[src/rtl/v2_queue_ctrl.sv]
// Control logic for a shift-register queue: it drives the write and shift strobes of an
// external register array where entry 0 is always the head.
module v2_queue_ctrl #(
    parameter int p_depth    = 32,
    parameter int p_idwidth  = $clog2(p_depth),
    parameter int p_bitwidth = 32
) (
    input  logic                                  clk,
    input  logic                                  rst,
    input  logic                                  enq_val,
    output logic                                  enq_rdy,
    input  logic [p_bitwidth-1:0]                 enq_msg,
    output logic                                  deq_val,
    input  logic                                  deq_rdy,
    output logic [p_bitwidth-1:0]                 deq_msg,
    input  logic                                  flush,
    output logic [p_idwidth:0]                    count,
    output logic [p_depth-1:0]                    wr_data,
    output logic [p_bitwidth-1:0]                 wr_data_in,
    output logic [p_depth-1:0][1:0]               shift_en,
    input  logic [p_depth-1:0][p_bitwidth-1:0]    data_out
);

    localparam int cw = p_idwidth + 1;
    localparam logic [p_idwidth:0] depth_c = cw'(p_depth);

    typedef enum logic [1:0] {
        sh_hold = 2'b00,
        sh_fwd  = 2'b01,
        sh_back = 2'b10
    } shift_t;

    logic             enq_fire;
    logic             deq_fire;
    logic [p_idwidth:0] wr_idx;

    assign enq_rdy    = (count < depth_c) && !flush;
    assign deq_val    = (count != '0) && !flush;
    assign deq_msg    = data_out[0];
    assign wr_data_in = enq_msg;
    assign enq_fire   = enq_val && enq_rdy;
    assign deq_fire   = deq_val && deq_rdy;

    // With a simultaneous dequeue the array shifts down first, so the new tail lands one slot lower.
    assign wr_idx = deq_fire ? count - cw'(1) : count;

    // NOTE: every output of this block gets a default before any branch, so no latch is inferred.
    always_comb begin
        wr_data  = '0;
        shift_en = '0;
        if (!rst) begin
            for (int i = 0; i < p_depth; i++) begin
                if (deq_fire && (cw'(i + 1) < count))
                    shift_en[i] = sh_back;
                if (enq_fire && (cw'(i) == wr_idx))
                    wr_data[i] = 1'b1;
            end
        end
    end

    // NOTE: state registers use non-blocking assignment so every flop samples pre-edge values.
    always_ff @(posedge clk or posedge rst) begin
        if (rst)
            count <= '0;
        else if (flush)
            count <= '0;
        else begin
            case ({enq_fire, deq_fire})
                2'b10:   count <= count + cw'(1);
                2'b01:   count <= count - cw'(1);
                default: count <= count;
            endcase
        end
    end

endmodule

[config.mk]
export PLATFORM = sky130hd
export DESIGN_NAME = v2_queue_ctrl
export DESIGN_NICKNAME = d
export VERILOG_FILES = /design/src/rtl/v2_queue_ctrl.sv
export SDC_FILE = /design/constraint.sdc
export NUM_CORES = 1
export LEC_CHECK = 0
export CORE_AREA = 2 2 486 488
export CTS_BUF_LIST = sky130_fd_sc_hd__clkbuf_8 sky130_fd_sc_hd__clkbuf_16
export CTS_CLUSTER_DIAMETER = 60
export DETAILED_ROUTE_END_ITERATION = 10
export DIE_AREA = 0 0 488 490
export PLACE_DENSITY_LB_ADDON = 0.08
export SLEW_MARGIN = 40
export SYNTH_ARGS = -nofsm -noshare
export SYNTH_HDL_FRONTEND = slang
export SYNTH_SLANG_ARGS = --single-unit
[constraint.sdc]
create_clock -name clk -period 6.1 [get_ports clk]
set_clock_uncertainty 0.15 [all_clocks]
set_input_delay 0.915 -clock clk [delete_from_list [all_inputs] [get_ports clk]]
set_output_delay 0.915 -clock clk [all_outputs]
set_load 0.05 [all_outputs]
# Yosys cells after proc, flatten, opt, wreduce, memory -nomap -nowiden
# Cells that the tools add are included.
dict set report totals {
  out_inout_bits 168
  in_bits 1061
  regBits 6
}
dict set report classes {
  eq_ne 33
  reduce_logical 72
  n_addsub 2
  mux 69
  order_cmp 33
}
# operator count
set op_table {}
lappend op_table {{== test 5 x 6 -> 1 bit, first input constant} 16}
lappend op_table {{less-than comparator 5 x 6 -> 1 bit, first input constant} 16}
lappend op_table {{logical AND 1 bit} 68}
lappend op_table {{2-to-1 mux 2 bit} 32}
lappend op_table {{2-to-1 mux 64 bit} 1}
lappend op_table {{== test 4 x 6 -> 1 bit, first input constant} 8}
lappend op_table {{less-than comparator 4 x 6 -> 1 bit, first input constant} 8}
lappend op_table {{2-to-1 mux 1 bit} 32}
lappend op_table {{2-to-1 mux 32 bit} 1}
lappend op_table {{== test 3 x 6 -> 1 bit, first input constant} 4}
lappend op_table {{less-than comparator 3 x 6 -> 1 bit, first input constant} 4}
lappend op_table {{== test 2 x 6 -> 1 bit, first input constant} 2}
lappend op_table {{less-than comparator 2 x 6 -> 1 bit, first input constant} 2}
lappend op_table {{2-to-1 mux 6 bit} 2}
lappend op_table {{one-hot mux 6 bit (2 select lines)} 1}
lappend op_table {{adder 6 x 1 -> 6 bit, second input constant} 1}
lappend op_table {{== test 1 x 6 -> 1 bit, first input constant} 1}
lappend op_table {{logical NOT 6 bit} 1}
lappend op_table {{less-than comparator 1 x 6 -> 1 bit, first input constant} 1}
lappend op_table {{less-than comparator 6 bit, first input constant} 1}
lappend op_table {{less-than comparator 6 bit, second input constant} 1}
lappend op_table {{nonzero test 6 bit} 1}
lappend op_table {{subtractor 6 x 1 -> 6 bit, second input constant} 1}
lappend op_table {{nonzero test 3 bit} 1}
lappend op_table {{other kinds (3)} 3}

# Depth between registers and ports, before layout
# Gate-level depths: netlist of run 1.
dict set report logic_depth {
  word_depth 8
  depth_mapped 9
}

# Worst setup path after synthesis of run 1
# OpenSTA, ideal clock, no wires.
dict set report synth_timing {
  path_type {register to output}
  from {reg count[1]}
  to {out wr_data[10]}
  arrival_time_ps 4005
  required_ps 5035
  setup_slack_ps 1030
  path_stages_with_launch 8
  path_buffers 1
  cell_sequence {dfrtp_1 buf_1 inv_1 ha_1 nor4b_4 a2111oi_0 a31oi_4 nor4_1}
}
dict set report synth_via {
  elab_chain_cells 8
  elab_cells_between_ends 12
}
# item line_no
set synth_lines {}
lappend synth_lines {{start: declaration} 17} ;# output logic [p_idwidth:0] count,
lappend synth_lines {{start signal: assignment} 69} ;# 2'b10: count <= count + cw'(1);
lappend synth_lines {{start signal: assignment} 70} ;# 2'b01: count <= count - cw'(1);
lappend synth_lines {{start signal: assignment} 71} ;# default: count <= count;
lappend synth_lines {{parallel branches: the longest is 5 deep, another holds subtractor 6 x 1 -> 6 bit} --}
lappend synth_lines {{logical AND 1 bit (*)} 55} ;# if (enq_fire && (cw'(i) == wr_idx))
lappend synth_lines {{2-to-1 mux 1 bit (*)} 55}
lappend synth_lines {{2-to-1 mux 32 bit (*)} 51} ;# if (!rst) begin
lappend synth_lines {{end: declaration} 18} ;# output logic [p_depth-1:0] wr_data,
# Mark *: on every way between the ends.

# Final worst setup path of run 1
dict set report layout_timing {
  from {in flush}
  to {out wr_data[2]}
}
dict set report layout_via {
  elab_chain_cells 8
  elab_cells_between_ends 10
}
# item line_no
set layout_lines {}
lappend layout_lines {{start: declaration} 16} ;# input logic flush,
lappend layout_lines {{logical NOT 1 bit (*)} {37, 38}}
lappend layout_lines {{logical AND 1 bit} 38} ;# assign deq_val = (count != '0) && !flush;
lappend layout_lines {{logical AND 1 bit} 42} ;# assign deq_fire = deq_val && deq_rdy;
lappend layout_lines {{2-to-1 mux 6 bit} 45} ;# assign wr_idx = deq_fire ? count - cw'(1) : count;
lappend layout_lines {{== test 2 x 6 -> 1 bit} 55}
lappend layout_lines {{logical AND 1 bit (*)} 55}
lappend layout_lines {{2-to-1 mux 1 bit (*)} 55}
lappend layout_lines {{2-to-1 mux 32 bit (*)} 51}
# Every way passes the cells marked *; elsewhere a longest branch is shown, timed or not.

==> results of run 1 <==
-- per-layer routing --
layer	share of wire [%]	vias to the layer above	GRT usage, %
met3	6.8	4	0.4526
met1	30	1046	1.299
met5	0	-	0
li1	-	945	-
met2	61	53	3.329
met4	2.0	0	0.6788
-- worst register-to-register path, cell delays in order, from the launching register on --
cell,delay [ps]
dfrtp_1,370
inv_1,290
ha_1,360
or4b_1,670
o21ai_4,420
xnor2_1,200
o311ai_2,260
-- report_power, final --
group	internal [mW]	switching, mW
registers	0.0537	0.0456
clock network	0.0842	0.0226
logic	0.238	0.723
-- cell usage after synthesis, drive strengths merged (2+ instances only) --
library cell	n
a2111oi	2
a211oi	2
a21oi	28
a31oi	5
a32oi	2
buf	106
clkbuf	10
dfrtp	6
ha	4
inv	9
mux2i	7
nand2	10
nand2b	6
nand3	6
nor2	15
nor3	21
nor4	16
o2111ai	2
o21ai	10
o22ai	2
or3	4
or4	2
or4b	2
-- stage by stage --
| stage | setup WS (ps) | hold WS [ps] | power (mW) |
|---|---|---|---|
| 6_report | 1069 | 607.3 | 1.167 |
| 5_1_grt | 825.4 | 678.5 | 1.265 |
| 3_3_place_gp | 867.0 | 613.9 | 1.153 |
| 3_5_place_dp | 882.4 | 617.7 | 1.120 |
| 2_1_floorplan | 1030 | 564.1 | 0.7911 |
| 4_1_cts | 873.5 | 621.5 | 1.231 |
-- layout make-up --
| cell class | instances | area, µm² | area share, % |
|---|---|---|---|
| Multi-Input combinational cell | 193 | 1197 | 19.09 |
| Tap cell | 3150 | 3941 | 62.84 |
| Inverter | 9 | 33.78 | 0.5386 |
| Antenna cell | 2 | 5.005 | 0.07979 |
| Clock buffer | 3 | 75.07 | 1.197 |
| Timing Repair Buffer | 96 | 869.6 | 13.86 |
| Sequential cell | 6 | 150.1 | 2.394 |
-- path summary, 6_finish.rpt --
kind                                   end  slack (ps)  depth (start not counted)
worst max-delay path            wr_data[2]        1070                          7
worst min-delay path              count[2]         610                          2
worst max register to register    count[1]        3270                          6
worst min register to register    count[2]         610                          2
max in group asynchronous         count[0]        4590                          2
min in group asynchronous         count[4]         960                          2
-- kinds of logic after synthesis --
| family | count (synthesis) | share of synthesized area, % |
|---|---|---|
| buffers and inverters | 125 | 40.97 |
| and+or+nand+nor | 88 | 23.83 |
| AOI/OAI and AO/OA | 60 | 20.91 |
| muxes | 8 | 3.951 |
| DFF | 6 | 7.295 |
| adders and majority gates | 4 | 2.432 |
| other | 1 | 0.1822 |
| xor gates and xnor gates | 1 | 0.4256 |
==> out/qor.csv, run 1 <==
metric,value,unit
mean number of vias per cell,0.5921,
Clock transition at path regs,40,ps
status,finished clean,
crit path DAT,3970,ps
largest net degree at the start of global routing,19,
DR iter-0 viols,69,
Synth Flop Type,dfrtp_1,
Biggest register,count,
DRT antenna net count,0,
CP peak stage delay,870,ps
leading area contributor after synthesis,buf_4,
final core occ,2.680,%
die width,488,µm
dpl cells,3454,
initial core utilization,0.8793,%
post-route clock period utilization,82.47,%
"most common cell after layout, fill and taps aside",clkdlybuf4s50_1,
final hold vios,0,
max-capacitance violation count,0,
die area,0.2391,mm²
Max clock buf depth,2,
leak pwr,0.9148,nW
crit path cell chain,"clkdlybuf4s50_1, buf_4, nand2b_1, a2111oi_0, a31oi_4, nor4_1, clkdlybuf4s50_1",
"Slowest-stage cell, CP",clkdlybuf4s50_1,
RSZ-0062 raised after global routing,no,
Largest regs,count x6,
Max IR drop VDD,0.00009499,V
Setup Crit Path Kind,in -> out,
Post-synth EDFFs,0,
CTS tree,done,
drt drc,0,
H-Tree Depth,1,
post_cts resized,0,
I/O pin total,1229,
most frequent cells in the layout,"clkdlybuf4s50_1 (64), conb_1 (32), a21oi_1 (26)",
Worst EP required,5030,ps
total of warnings raised by yosys,0,
synthesis-to-finish area growth,204.7,%
postcts setup bufs,0,
layout cells sized above 1,16.94,%
GRT Total Usage,1.575,%
Crit Path Max Fanout,12,
Root Driver,clkbuf_16,
number of global-route vias before repair,2162,
min-delay src,count[2],
initial antenna violation count,3,
sequential area share after synthesis,7.295,%
synthesized area,0.002058,mm²
Tightest Pin Transition,756.6,ps
setup TNS,0,ps
hold crit path type,reg -> reg,
CP endpoint kind,output port,
Final Non-Filler Cells,3459,
design area,0.006272,mm²
startpoint types,input port,
mean post-synth cell area,7.025,µm²
Tmin final,5031,ps
ranking of synthesized cells by area,"buf_4 (35%), dfrtp_1 (7.3%), a21oi_1 (6.3%), nor3_1 (5.1%), nor4_1 (4.9%)",
Pre-Repair DR Iteration Count,4,
P per Cell Area,186.1,mW/mm²
Worst Path Buf+Inv,3,
Max-slew headroom,48.26,%
number of nets in the layout,1374,
core box area,0.2341,mm²
routability cong.,0.6041,
Clock Latency Late Sink,230,ps
clock sink count,6,
grt ovf,0,
"wirelength, routed",18950,µm
# rows,178,
"Slew Viols, Final",0,
"CP delay by family, top",buffers and inverters,
worst r2r src,count[0],
max reg flops,6,
vias,2048,
f_max,0.1988,GHz
"Hold-fix buffers, CTS",0,
final setup violation count,0,
count of state elements after synthesis,6,
filler instances,27980,
Crit. Startpoint,flush,
per-cell routed wire length,5.480,µm
TritonCTS Buffers,3,
Die Y,490,µm
"FFs w/ async S/R, synth",100.0,%
Syn Inst Count,293,
"Distinct cells, synth",45,
global-route wire length before repair,24200,µm
Placement Cell Area,0.006192,mm²
post-synth top area share,35.38,%
Crit path top cell by count,clkdlybuf4s50_1,
hpwl dp,16950,µm
I/O Buffers,76,
(Power assumes the default switching activity.)
==> run 2, diff against run 1 <==
==> constraint.sdc (replaced) <==
create_clock -name clk -period 4.99 [get_ports clk]
set_clock_uncertainty 0.15 [all_clocks]
set_input_delay 0.7485 -clock clk [delete_from_list [all_inputs] [get_ports clk]]
set_output_delay 0.7485 -clock clk [all_outputs]
set_load 0.05 [all_outputs]
==> run 2 against run 1 <==
- critical path depth stayed put
- core utilization hardly changed
- clock-buffer cell count unchanged
- first-iteration DRC count is 10% lower
- register-to-register slack worse by 860 ps
- clock power rose by 22%
- global-route usage is essentially flat
- via count up 0.44%
- wire length rose by 0.84%
- critical endpoint is now wr_data[4]
- largest cell class unchanged
==> out/qor.csv, run 2 (synthesized netlist as in run 1, its figures left out) <==
metric,value,unit
status,finished clean,
design area,0.006381,mm²
crit path DAT,3720,ps
TritonCTS Buffers,3,
Biggest register,count,
vias,2057,
"most common cell after layout, fill and taps aside",buf_4,
most frequent cells in the layout,"buf_4 (62), conb_1 (32), a21oi_1 (25)",
filler instances,27980,
Net Sw Frac,66.15,%
RSZ-0062 raised after global routing,no,
number of global-route vias before repair,2126,
grt ovf,0,
routability cong.,0.5980,
max reg flops,6,
post-route clock period utilization,92.65,%
max-capacitance violation count,0,
# rows,178,
per-cell routed wire length,5.521,µm
layout cells sized above 1,34.63,%
"Hold-fix buffers, CTS",0,
Max clock buf depth,2,
hpwl dp,17100,µm
die area,0.2391,mm²
synthesis-to-finish area growth,210.0,%
hold crit path type,reg -> reg,
I/O Buffers,76,
part of the power in combinational logic,85.9,%
setup TNS,0,ps
postcts setup bufs,0,
I/O pin total,1229,
Pint,0.4944,mW
"wirelength, routed",19110,µm
Die Y,490,µm
DRT antenna net count,0,
Seq pwr share,5.1,%
P per Cell Area,228.9,mW/mm²
CP endpoint kind,output port,
H-Tree Depth,1,
Setup Crit Path Kind,reg -> out,
initial core utilization,0.8793,%
Crit Path Max Fanout,8,
mean number of vias per cell,0.5942,
largest net degree at the start of global routing,25,
Hold WS,536.5,ps
Clock Latency Late Sink,230,ps
Worst EP required,4090,ps
Clock transition at path regs,30,ps
drt drc,0,
Largest regs,count x6,
GRT Total Usage,1.583,%
Pre-Repair DR Iteration Count,4,
final hold vios,0,
core box area,0.2341,mm²
number of nets in the layout,1376,
clock sink count,6,
initial antenna violation count,6,
clock network power share,8.9,%
DR iter-0 viols,62,
f_max,0.2163,GHz
Tightest Pin Transition,811.1,ps
"Slew Viols, Final",0,
Max-slew headroom,45.93,%
total power,1.460,mW
Root Driver,clkbuf_16,
Placement Cell Area,0.006294,mm²
final setup violation count,0,
post_cts resized,0,
CTS tree,done,
startpoint types,flop,
die width,488,µm
Psw,0.9660,mW
Max IR drop VDD,0.0001384,V
global-route wire length before repair,24170,µm
Tmin final,4623,ps
leak pwr,1.080,nW
-- run 2: changes by cell type in the layout (fill, tap and decap cells not counted) --
cell             change
a21oi_1              -1
nor2_2               -1
buf_2                +1
buf_6                -1
a21oi_2              +1
o21ai_2              -1
nor2_4               +1
diode_2              +1
o21ai_1              +1
buf_12              +18
buf_4               +37
clkdlybuf4s50_1     -53
-- run 2: worst max-delay path: stages, from the launching register on --
cell             delay [ps]
dfrtp_1                 370
inv_1                    80
ha_1                    300
or4b_1                  690
o211ai_1                480
mux2_2                  490
nor4_1                  210
clkdlybuf4s50_1         860
-- run 2: worst paths after layout --
check                              to  slack, ps  depth (start not counted)  startpoint
setup / recovery           wr_data[4]        370                          7    count[0]
hold / removal               count[4]        540                          2    count[4]
setup reg to reg             count[1]       2410                          6    count[0]
hold reg to reg              count[4]        540                          2    count[4]
max in group asynchronous    count[4]       3610                          2         rst
min in group asynchronous    count[5]        830                          2         rst
-- run 2: power groups by stage --
stage	combinational, mW	clock (mW)	sequential, mW
finish	1.25	0.131	0.0749
global route	1.38	0.139	0.0774
CTS	1.34	0.133	0.0752
detailed placement	1.34	0	0.0759
global placement	1.37	0	0.0764
floorplan	0.817	0	0.150
-- run 2: layout make-up --
cell class / instances / area (µm²) / area share, %
repair buffers: 98 / 970.9 / 15.22
clock buffers: 3 / 75.07 / 1.176
multi-input cells: 193 / 1202 / 18.84
flip-flops and latches: 6 / 150.1 / 2.353
diodes: 3 / 7.507 / 0.1176
inverters: 9 / 33.78 / 0.5294
well taps: 3150 / 3941 / 61.76
-- run 2: metal layers --
metal  up-vias  global-route usage [%]  part of all wire, %
met5         -                       0                    0
met3         2                  0.4472                  7.1
met2        66                   3.339                   61
li1        948                       -                    -
met4         0                  0.6699                  1.7
met1      1041                   1.321                   30
-- run 2: stage by stage --
stage                     instances  util [%]  setup WS, ps
after floorplan                 324         -         86.10
after global placement         3455     2.692         403.5
after detailed placement       3456     2.689         484.9
after CTS                      3459     2.721         230.9
after global routing           3460     2.724         164.3
final                          3462     2.726         366.8
==> run 3, diff against run 2 <==
--- a/config.mk
+++ b/config.mk
@@ -5,11 +5,13 @@
 export SDC_FILE = /design/constraint.sdc
 export NUM_CORES = 1
 export LEC_CHECK = 0
+export CAP_MARGIN = 30
 export CORE_AREA = 2 2 486 488
 export CTS_BUF_LIST = sky130_fd_sc_hd__clkbuf_8 sky130_fd_sc_hd__clkbuf_16
 export CTS_CLUSTER_DIAMETER = 60
 export DETAILED_ROUTE_END_ITERATION = 10
 export DIE_AREA = 0 0 488 490
+export MAX_ROUTING_LAYER = met4
 export PLACE_DENSITY_LB_ADDON = 0.08
 export SLEW_MARGIN = 40
 export SYNTH_ARGS = -nofsm -noshare
==> run 3 against run 2 <==
- final area unchanged
- maximum frequency shrank 0.55%
- worst hold slack improved by 2.8 ps
- non-clock buffer count unchanged
- register-to-register slack worse by 20 ps
- critical path type unchanged
- sequential power hardly changed
==> out/qor.csv, run 3 (synthesized netlist as in run 1, its figures left out) <==
metric,value,unit
P per Cell Area,229.1,mW/mm²
Pre-Repair DR Iteration Count,4,
Root Driver,clkbuf_16,
initial antenna violation count,6,
max-capacitance violation count,0,
CP peak stage delay,860,ps
startpoint types,flop,
"most common cell after layout, fill and taps aside",buf_4,
DRT antenna net count,0,
Max clock buf depth,2,
Setup Crit Path Kind,reg -> out,
routability cong.,0.6016,
"Hold-fix buffers, CTS",0,
max reg flops,6,
I/O pin total,1229,
layout cells sized above 1,34.63,%
CP endpoint kind,output port,
postcts setup bufs,0,
crit path cell chain,"inv_1, ha_1, or4b_1, o211ai_1, mux2_2, nor4_1, clkdlybuf4s50_1",
hpwl dp,17100,µm
H-Tree Depth,1,
leak pwr,1.080,nW
most frequent cells in the layout,"buf_4 (62), conb_1 (32), a21oi_1 (25)",
core box area,0.2341,mm²
Tmin final,4649,ps
crit path DAT,3750,ps
largest net degree at the start of global routing,25,
"wirelength, routed",19130,µm
drt drc,0,
synthesis-to-finish area growth,210.0,%
Crit Path Max Fanout,8,
Max-slew headroom,46.72,%
GRT Total Usage,1.629,%
Die Y,490,µm
Worst EP required,4090,ps
mean number of vias per cell,0.5904,
die area,0.2391,mm²
design area,0.006381,mm²
post_cts resized,0,
final hold vios,0,
Tightest Pin Transition,799.1,ps
Placement Cell Area,0.006294,mm²
Final Non-Filler Cells,3462,
total power,1.462,mW
final core occ,2.726,%
vias,2044,
post-route clock period utilization,93.16,%
clock sink count,6,
f_max,0.2151,GHz
Worst Path Buf+Inv,2,
final setup violation count,0,
# rows,178,
"CP delay by family, top",buffers and inverters,
dpl cells,3456,
grt ovf,0,
"Slowest-stage cell, CP",clkdlybuf4s50_1,
global-route wire length before repair,24130,µm
RSZ-0062 raised after global routing,no,
hold crit path type,reg -> reg,
Max IR drop VDD,0.0001371,V
TritonCTS Buffers,3,
per-cell routed wire length,5.525,µm
status,finished clean,
number of global-route vias before repair,2122,
initial core utilization,0.8793,%
Clock Latency Late Sink,240,ps
die width,488,µm
filler instances,27980,
"Slew Viols, Final",0,
number of nets in the layout,1376,
Largest regs,count x6,
I/O Buffers,76,
CTS tree,done,
DR iter-0 viols,57,
Clock transition at path regs,30,ps
Biggest register,count,
setup TNS,0,ps
==> run 3: final cells by class <==
| type | count | area, µm² | share of cell area, % |
|---|---|---|---|
| Antenna cell | 3 | 7.507 | 0.1176 |
| Clock buffer | 3 | 75.07 | 1.176 |
| Inverter | 9 | 33.78 | 0.5294 |
| Multi-Input combinational cell | 193 | 1202 | 18.84 |
| Sequential cell | 6 | 150.1 | 2.353 |
| Tap cell | 3150 | 3941 | 61.76 |
| Timing Repair Buffer | 98 | 970.9 | 15.22 |
==> run 3: worst paths after layout <==
kind,start,to,slack [ps],depth (start not counted)
worst max-delay path,count[0],wr_data[4],340,7
worst min-delay path,count[4],count[4],540,2
worst max register to register,count[0],count[1],2390,6
worst min register to register,count[4],count[4],540,2
max in group asynchronous,rst,count[4],3630,2
min in group asynchronous,rst,count[5],820,2
==> run 3: power breakdown <==
| group | internal [mW] | switching (mW) | total [mW] |
|---|---|---|---|
| sequential | 0.0664 | 0.00841 | 0.0749 |
| clock | 0.103 | 0.0276 | 0.130 |
| combinational | 0.325 | 0.932 | 1.26 |
==> run 3: layer usage <==
metal	global-route usage [%]	vias to the layer above	wire length, µm
met3	0.4526	0	1418
li1	-	944	-
met4	0.6699	0	0
met5	-	-	0
met2	3.341	78	12070
met1	1.316	1022	5641
==> run 3: worst register-to-register path, stage by stage (launching register included) <==
cell and delay, ps:
dfrtp_1 370, inv_1 80, ha_1 320, or4b_1 690
o21ai_4 430, xnor2_1 210, o311ai_2 260
==> run 3: per-stage QoR <==
step / setup slack, ps / hold WS (ps)
floorplan: 86.10 / 397.6
global route: 164.3 / 574.5
finish: 341.1 / 539.3
CTS: 230.9 / 550.3
detailed placement: 484.9 / 545.7
global placement: 403.5 / 592.5
